$ cat config.mk
export PLATFORM = sky130hd
export DESIGN_NAME = thres_cfg_master
export DESIGN_NICKNAME = d
export VERILOG_FILES = /design/src/rtl/thres_cfg_master.sv
export SDC_FILE = /design/constraint.sdc
export NUM_CORES = 1
export LEC_CHECK = 0
export BUFFER_PORTS_ARGS = -buffer_cell sky130_fd_sc_hd__buf_2
export CORE_ASPECT_RATIO = 1.75
export CORE_UTILIZATION = 35
export DETAILED_ROUTE_END_ITERATION = 8
export SLEW_MARGIN = 20
export SYNTH_ARGS = -nofsm -noshare
export SYNTH_HDL_FRONTEND = slang
export SYNTH_SLANG_ARGS = --single-unit
$ cat constraint.sdc
create_clock -name clk -period 3 [get_ports clk]
set_clock_uncertainty 0.15 [all_clocks]
set_input_delay 0.75 -clock clk [delete_from_list [all_inputs] [get_ports clk]]
set_output_delay 0.75 -clock clk [all_outputs]
set_load 0.05 [all_outputs]
$ cat src/rtl/thres_cfg_master.sv
// Host-side initiator for the threshold / channel-hash / offset table port.
// Turns valid/ready commands into single-cycle table strobes and returns read data as responses.
module thres_cfg_master #(
   parameter int BITWIDTH = 32,
   parameter int DEPTH    = 256,
   parameter int TBL_NUM  = 3,
   parameter int LEN_W    = 10
) (
   input  logic                clk,
   input  logic                rst_n,
   input  logic                cmd_valid,
   output logic                cmd_ready,
   input  logic [1:0]          cmd_op,
   input  logic [15:0]         cmd_addr,
   input  logic [BITWIDTH-1:0] cmd_wdata,
   output logic                rsp_valid,
   input  logic                rsp_ready,
   output logic [BITWIDTH-1:0] rsp_data,
   output logic [15:0]         rsp_addr,
   output logic                rsp_err,
   output logic                bram_we,
   output logic                bram_re,
   output logic [15:0]         bram_addr,
   output logic [BITWIDTH-1:0] bram_din,
   input  logic [BITWIDTH-1:0] bram_dout,
   output logic                busy,
   output logic [15:0]         err_cnt
);
   localparam logic [1:0]  OP_WRITE   = 2'b00;
   localparam logic [1:0]  OP_BURST   = 2'b10;
   localparam logic [1:0]  OP_VERIFY  = 2'b11;
   localparam logic [15:0] ADDR_LIMIT = 16'(TBL_NUM * DEPTH);

   typedef enum logic [2:0] {S_IDLE, S_WR, S_RD, S_RD_WAIT, S_RSP} state_t;
   state_t state_reg, state_next;

   logic [1:0]          op_reg, op_next;
   logic [15:0]         addr_reg, addr_next;
   logic [BITWIDTH-1:0] wdata_reg, wdata_next;
   logic [LEN_W-1:0]    remain_reg, remain_next;

   logic                cmd_ready_reg, cmd_ready_next;
   logic                rsp_valid_reg, rsp_valid_next;
   logic [BITWIDTH-1:0] rsp_data_reg, rsp_data_next;
   logic [15:0]         rsp_addr_reg, rsp_addr_next;
   logic                rsp_err_reg, rsp_err_next;
   logic                bram_we_reg, bram_we_next;
   logic                bram_re_reg, bram_re_next;
   logic [15:0]         bram_addr_reg, bram_addr_next;
   logic [BITWIDTH-1:0] bram_din_reg, bram_din_next;
   logic                busy_reg, busy_next;
   logic [15:0]         err_cnt_reg, err_cnt_next;

   logic             accept;
   logic             rsp_done;
   logic             more_words;
   logic [15:0]      addr_inc;
   logic [LEN_W-1:0] cmd_len;

   assign accept     = (state_reg == S_IDLE) && cmd_valid && cmd_ready_reg;
   assign rsp_done   = (state_reg == S_RSP) && rsp_valid_reg && rsp_ready;
   assign more_words = (op_reg == OP_BURST) && (remain_reg > LEN_W'(1));
   assign addr_inc   = addr_reg + 16'd1;
   assign cmd_len    = cmd_wdata[LEN_W-1:0];

   always_ff @(posedge clk) begin
      if (!rst_n) begin
         state_reg     <= S_IDLE;
         op_reg        <= '0;
         addr_reg      <= '0;
         wdata_reg     <= '0;
         remain_reg    <= '0;
         cmd_ready_reg <= 1'b0;
         rsp_valid_reg <= 1'b0;
         rsp_data_reg  <= '0;
         rsp_addr_reg  <= '0;
         rsp_err_reg   <= 1'b0;
         bram_we_reg   <= 1'b0;
         bram_re_reg   <= 1'b0;
         bram_addr_reg <= '0;
         bram_din_reg  <= '0;
         busy_reg      <= 1'b0;
         err_cnt_reg   <= '0;
      end else begin
         state_reg     <= state_next;
         op_reg        <= op_next;
         addr_reg      <= addr_next;
         wdata_reg     <= wdata_next;
         remain_reg    <= remain_next;
         cmd_ready_reg <= cmd_ready_next;
         rsp_valid_reg <= rsp_valid_next;
         rsp_data_reg  <= rsp_data_next;
         rsp_addr_reg  <= rsp_addr_next;
         rsp_err_reg   <= rsp_err_next;
         bram_we_reg   <= bram_we_next;
         bram_re_reg   <= bram_re_next;
         bram_addr_reg <= bram_addr_next;
         bram_din_reg  <= bram_din_next;
         busy_reg      <= busy_next;
         err_cnt_reg   <= err_cnt_next;
      end
   end

   always_comb begin
      state_next = state_reg;
      case (state_reg)
         S_IDLE: begin
            if (accept) begin
               // A zero-length burst is accepted and silently dropped.
               if (cmd_op == OP_BURST && cmd_len == '0)
                  state_next = S_IDLE;
               else if (cmd_addr >= ADDR_LIMIT)
                  state_next = S_RSP;
               else if (cmd_op == OP_WRITE || cmd_op == OP_VERIFY)
                  state_next = S_WR;
               else
                  state_next = S_RD;
            end
         end
         S_WR:      state_next = (op_reg == OP_VERIFY) ? S_RD : S_IDLE;
         S_RD:      state_next = S_RD_WAIT;
         S_RD_WAIT: state_next = S_RSP;
         S_RSP: begin
            if (rsp_done) begin
               if (more_words)
                  state_next = (addr_inc < ADDR_LIMIT) ? S_RD : S_RSP;
               else
                  state_next = S_IDLE;
            end
         end
         default:   state_next = S_IDLE;
      endcase
   end

   always_comb begin
      op_next        = op_reg;
      addr_next      = addr_reg;
      wdata_next     = wdata_reg;
      remain_next    = remain_reg;
      rsp_valid_next = rsp_valid_reg;
      rsp_data_next  = rsp_data_reg;
      rsp_addr_next  = rsp_addr_reg;
      rsp_err_next   = rsp_err_reg;
      bram_we_next   = 1'b0;
      bram_re_next   = 1'b0;
      bram_addr_next = bram_addr_reg;
      bram_din_next  = bram_din_reg;
      err_cnt_next   = err_cnt_reg;
      cmd_ready_next = (state_next == S_IDLE);
      busy_next      = (state_next != S_IDLE);
      case (state_reg)
         S_IDLE: begin
            if (accept) begin
               op_next     = cmd_op;
               addr_next   = cmd_addr;
               wdata_next  = cmd_wdata;
               remain_next = (cmd_op == OP_BURST) ? cmd_len : LEN_W'(1);
               case (state_next)
                  S_WR: begin
                     bram_we_next   = 1'b1;
                     bram_addr_next = cmd_addr;
                     bram_din_next  = cmd_wdata;
                  end
                  S_RD: begin
                     bram_re_next   = 1'b1;
                     bram_addr_next = cmd_addr;
                  end
                  S_RSP: begin
                     rsp_valid_next = 1'b1;
                     rsp_err_next   = 1'b1;
                     rsp_data_next  = '0;
                     rsp_addr_next  = cmd_addr;
                  end
                  default: ;
               endcase
            end
         end
         S_WR: begin
            if (state_next == S_RD)
               bram_re_next = 1'b1;
         end
         S_RD_WAIT: begin
            // Table output is valid now, one cycle after the read strobe was sampled.
            rsp_valid_next = 1'b1;
            rsp_data_next  = bram_dout;
            rsp_addr_next  = addr_reg;
            rsp_err_next   = (op_reg == OP_VERIFY) && (bram_dout != wdata_reg);
         end
         S_RSP: begin
            if (rsp_done) begin
               rsp_valid_next = 1'b0;
               if (rsp_err_reg && err_cnt_reg != 16'hFFFF)
                  err_cnt_next = err_cnt_reg + 16'd1;
               if (state_next != S_IDLE) begin
                  addr_next   = addr_inc;
                  remain_next = remain_reg - LEN_W'(1);
               end
               if (state_next == S_RD) begin
                  bram_re_next   = 1'b1;
                  bram_addr_next = addr_inc;
               end
               if (state_next == S_RSP) begin
                  rsp_valid_next = 1'b1;
                  rsp_err_next   = 1'b1;
                  rsp_data_next  = '0;
                  rsp_addr_next  = addr_inc;
               end
            end
         end
         default: ;
      endcase
   end

   assign cmd_ready = cmd_ready_reg;
   assign rsp_valid = rsp_valid_reg;
   assign rsp_data  = rsp_data_reg;
   assign rsp_addr  = rsp_addr_reg;
   assign rsp_err   = rsp_err_reg;
   assign bram_we   = bram_we_reg;
   assign bram_re   = bram_re_reg;
   assign bram_addr = bram_addr_reg;
   assign bram_din  = bram_din_reg;
   assign busy      = busy_reg;
   assign err_cnt   = err_cnt_reg;
endmodule

==> flow_metrics.tcl <==
set metrics [dict create \
    grt_pass1_vias 7498 \
    worstMarginPinSlew_ns 0.8044 \
    row_count 74 \
    clock_latency_ns 0.45 \
    path_depth 9 \
    syn_area_sq_mm 0.008263 \
    synthSimpleGateAreaFrac_pct 22.26 \
    ys_warn_count 0 \
    synth_top_family_by_area "simple AND/OR/NAND/NOR gates" \
    synthMuxAreaShare_pct 1.575 \
    hold_ws_ns 0.2968 \
    crit_buf_inv 1 \
    grtUsageTotal_pct 21.71 \
    grt_overflow 0 \
    cts_buffer_depth 2 \
    postCtsResizedCells 0 \
    grt_use_met2_pct 41.30 \
    synth_fa_ha_area_share_pct 0.7571 \
    antenna_found_initial 3 \
    critPathRequiredTime_ns 3.21 \
    rsz0062_at_grt "true" \
    syn_inst 988 \
    synth_xor_xnor_area_share_pct 6.042 \
    hold_viol_final 0 \
    clockRootBuffer "clkbuf_16" \
    synth-seq-area-share_pct 43.85 \
    placed_area_sq_mm 0.009793 \
    cp.arrival_ns 3.11 \
    reg2reg_depth 9 \
    synth_ff_type "dfxtp_1" \
    syn_to_final_growth_pct 26.62 \
    drv_slew 0 \
    met1_usage_pct 22.22 \
    clock-sinks 181 \
    ir_worst_vdd_uv 393.7 \
    async_reset_ff_share_pct 0 \
    numCtsBuffers 17 \
    crit_family "compound AO/OA/AOI/OAI gates" \
    final_nets 1282 \
    die_h_um 205.3 \
    use_met3_pct 3.769 \
    holdCritPathClass "flop to flop" \
    synth_common_cells "nand2_1, dfxtp_1, a21oi_1, nor2_1" \
    relSlewSlack_pct 46.29 \
    gp_congestion 0.8536 \
    synth_compound_area_share_pct 20.61 \
    yosys_register_bits 181 \
    post-route-min-period_ns 2.892 \
    start_util_pct 35.56 \
    vias_per_cell 5.227 \
    fmax_mhz 345.7 \
    cts_setup_buffers 0 \
    yosys.cell_count.top_type "nand2_1" \
    crit_chain "ha_2 -> and4_1 -> nand4_1 -> nor3b_1 -> o221ai_1 -> o311a_1 -> buf_12 -> nor2_1 -> a311oi_2" \
    startpoint_type "flop" \
    grt_pass1_wl_mm 40.49 \
    fin_crit_sh_pct 96.42 \
    total_leakage_power_nw 4.360 \
    die_w_um 118.2 \
    synth_cell_types 69 \
    power_density_mw_per_mm2 558.2 \
    synth_area_leaders "dfxtp_1, nand2_1, a21oi_1" \
    crit_path_top_delay_cell "o311a_1" \
    grt-busiest-layer "met2" \
    io_pins 204 \
    wire_per_inst_um 17.33 \
    syn_nets 1079 \
    dp_hpwl_mm 19.48 \
    drive_gt1_share_pct 26.85 \
    syn_area_per_cell_sq_um 8.363 \
    dp.cells 1476 \
    path_max_fanout 33 \
    synth_largest_area_cell "dfxtp_1" \
    setup_viol 0 \
    portBuffers 203 \
    htreeDepth 4 \
    outcome "completed" \
    critPathCaptureType "flop" \
    drcViolationCount 0 \
    hold_depth 2 \
    hold_buffers 0 \
    cts_tree "built" \
    drt-initial-drc-count 513 \
    drt_wl_total_mm 26.16 \
    r2r_slack_ns 0.11 \
    firstDrtPassIters 5 \
    ant_nets 0 \
    finalInstanceArea_sq_mm 0.01046 \
    grt_max_degree 64 \
    fin_cells 1509 \
    die_area_sq_mm 0.02425 \
    synth_edf_count 0 \
    crit_type "flop to flop" \
    max_stage_delay_ns 0.45 \
    drv_cap 0 \
    core-area_sq_mm 0.02324 \
    clkTransAtPathRegs_ns 0.07 \
    synth_top_area_share_pct 43.85 \
    vias 7887 \
]
-- worst register-to-register path, delay by kind of cell (launching register included) --
kind	cells	cell delay [ns]
DFF	1	0.38
and+or+nand+nor	4	0.66
buffers and inverters	1	0.26
adders and majority gates	1	0.27
AOI/OAI and AO/OA	3	1.08
-- path summary, 6_finish.rpt --
path | from | endpoint
min | bram_din[28] | bram_din[28]
min reg2reg | bram_din[28] | bram_din[28]
max | addr_reg[0] | rsp_addr[13]
max reg2reg | addr_reg[0] | rsp_addr[13]
-- placed cells by master (no fill, tap or decap), types with 16 or more instances in the layout --
master       n
a21oi_1    102
nand3_1     16
buf_2      203
and2_1      18
a22o_1      33
buf_4       45
nor2_1      70
xnor2_1     48
o21ai_0     34
clkbuf_16   17
nand4_1     16
dfxtp_1    181
nand2_1    206
-- metal layers --
layer  part of all wire (%)  vias up
met2                     55      228
met1                     37     3737
met3                    4.1       51
met5                  0.031        -
met4                    3.6        2
li1                       -     3869
-- power breakdown --
part | total, W | internal, W | leakage, nW | switching, W
Combinational | 0.000844 | 0.000313 | 2.59 | 0.000530
Sequential | 0.00257 | 0.00248 | 1.47 | 0.0000863
Clock | 0.00243 | 0.00144 | 0.307 | 0.000987
Total | 0.00584 | 0.00424 | 4.36 | 0.00160
-- final cells by class --
class                   instances  area, sq um
clock inverters                11        172.7
clock buffers                  20        456.7
diodes                          2        5.005
fillers                      2361        12780
multi-input cells             723         4279
flip-flops and latches        181         3623
well taps                     304        380.4
repair buffers                255         1494
inverters                      13        51.30
-- cells by family after synthesis --
logic type      after synthesis
simple gates                398
compound gates              250
flops                       181
buf+inv                      84
xor+xnor                     57
mux                          13
fa+ha+maj                     5
-- per-stage QoR --
stage                     power, W  setup TNS (ns)  util, %  setup WS [ns]
after floorplan           0.003148               0        -         0.3277
after global routing      0.006075         -0.1529    45.02       -0.03924
after detailed placement  0.003464        -0.07654    42.14       -0.02148
after CTS                 0.005899               0    44.85         0.1014
after global placement    0.003453       -0.003330    42.14      -0.003330
final                     0.005840               0    45.02         0.1075
Power figures use the tool's default switching activity.
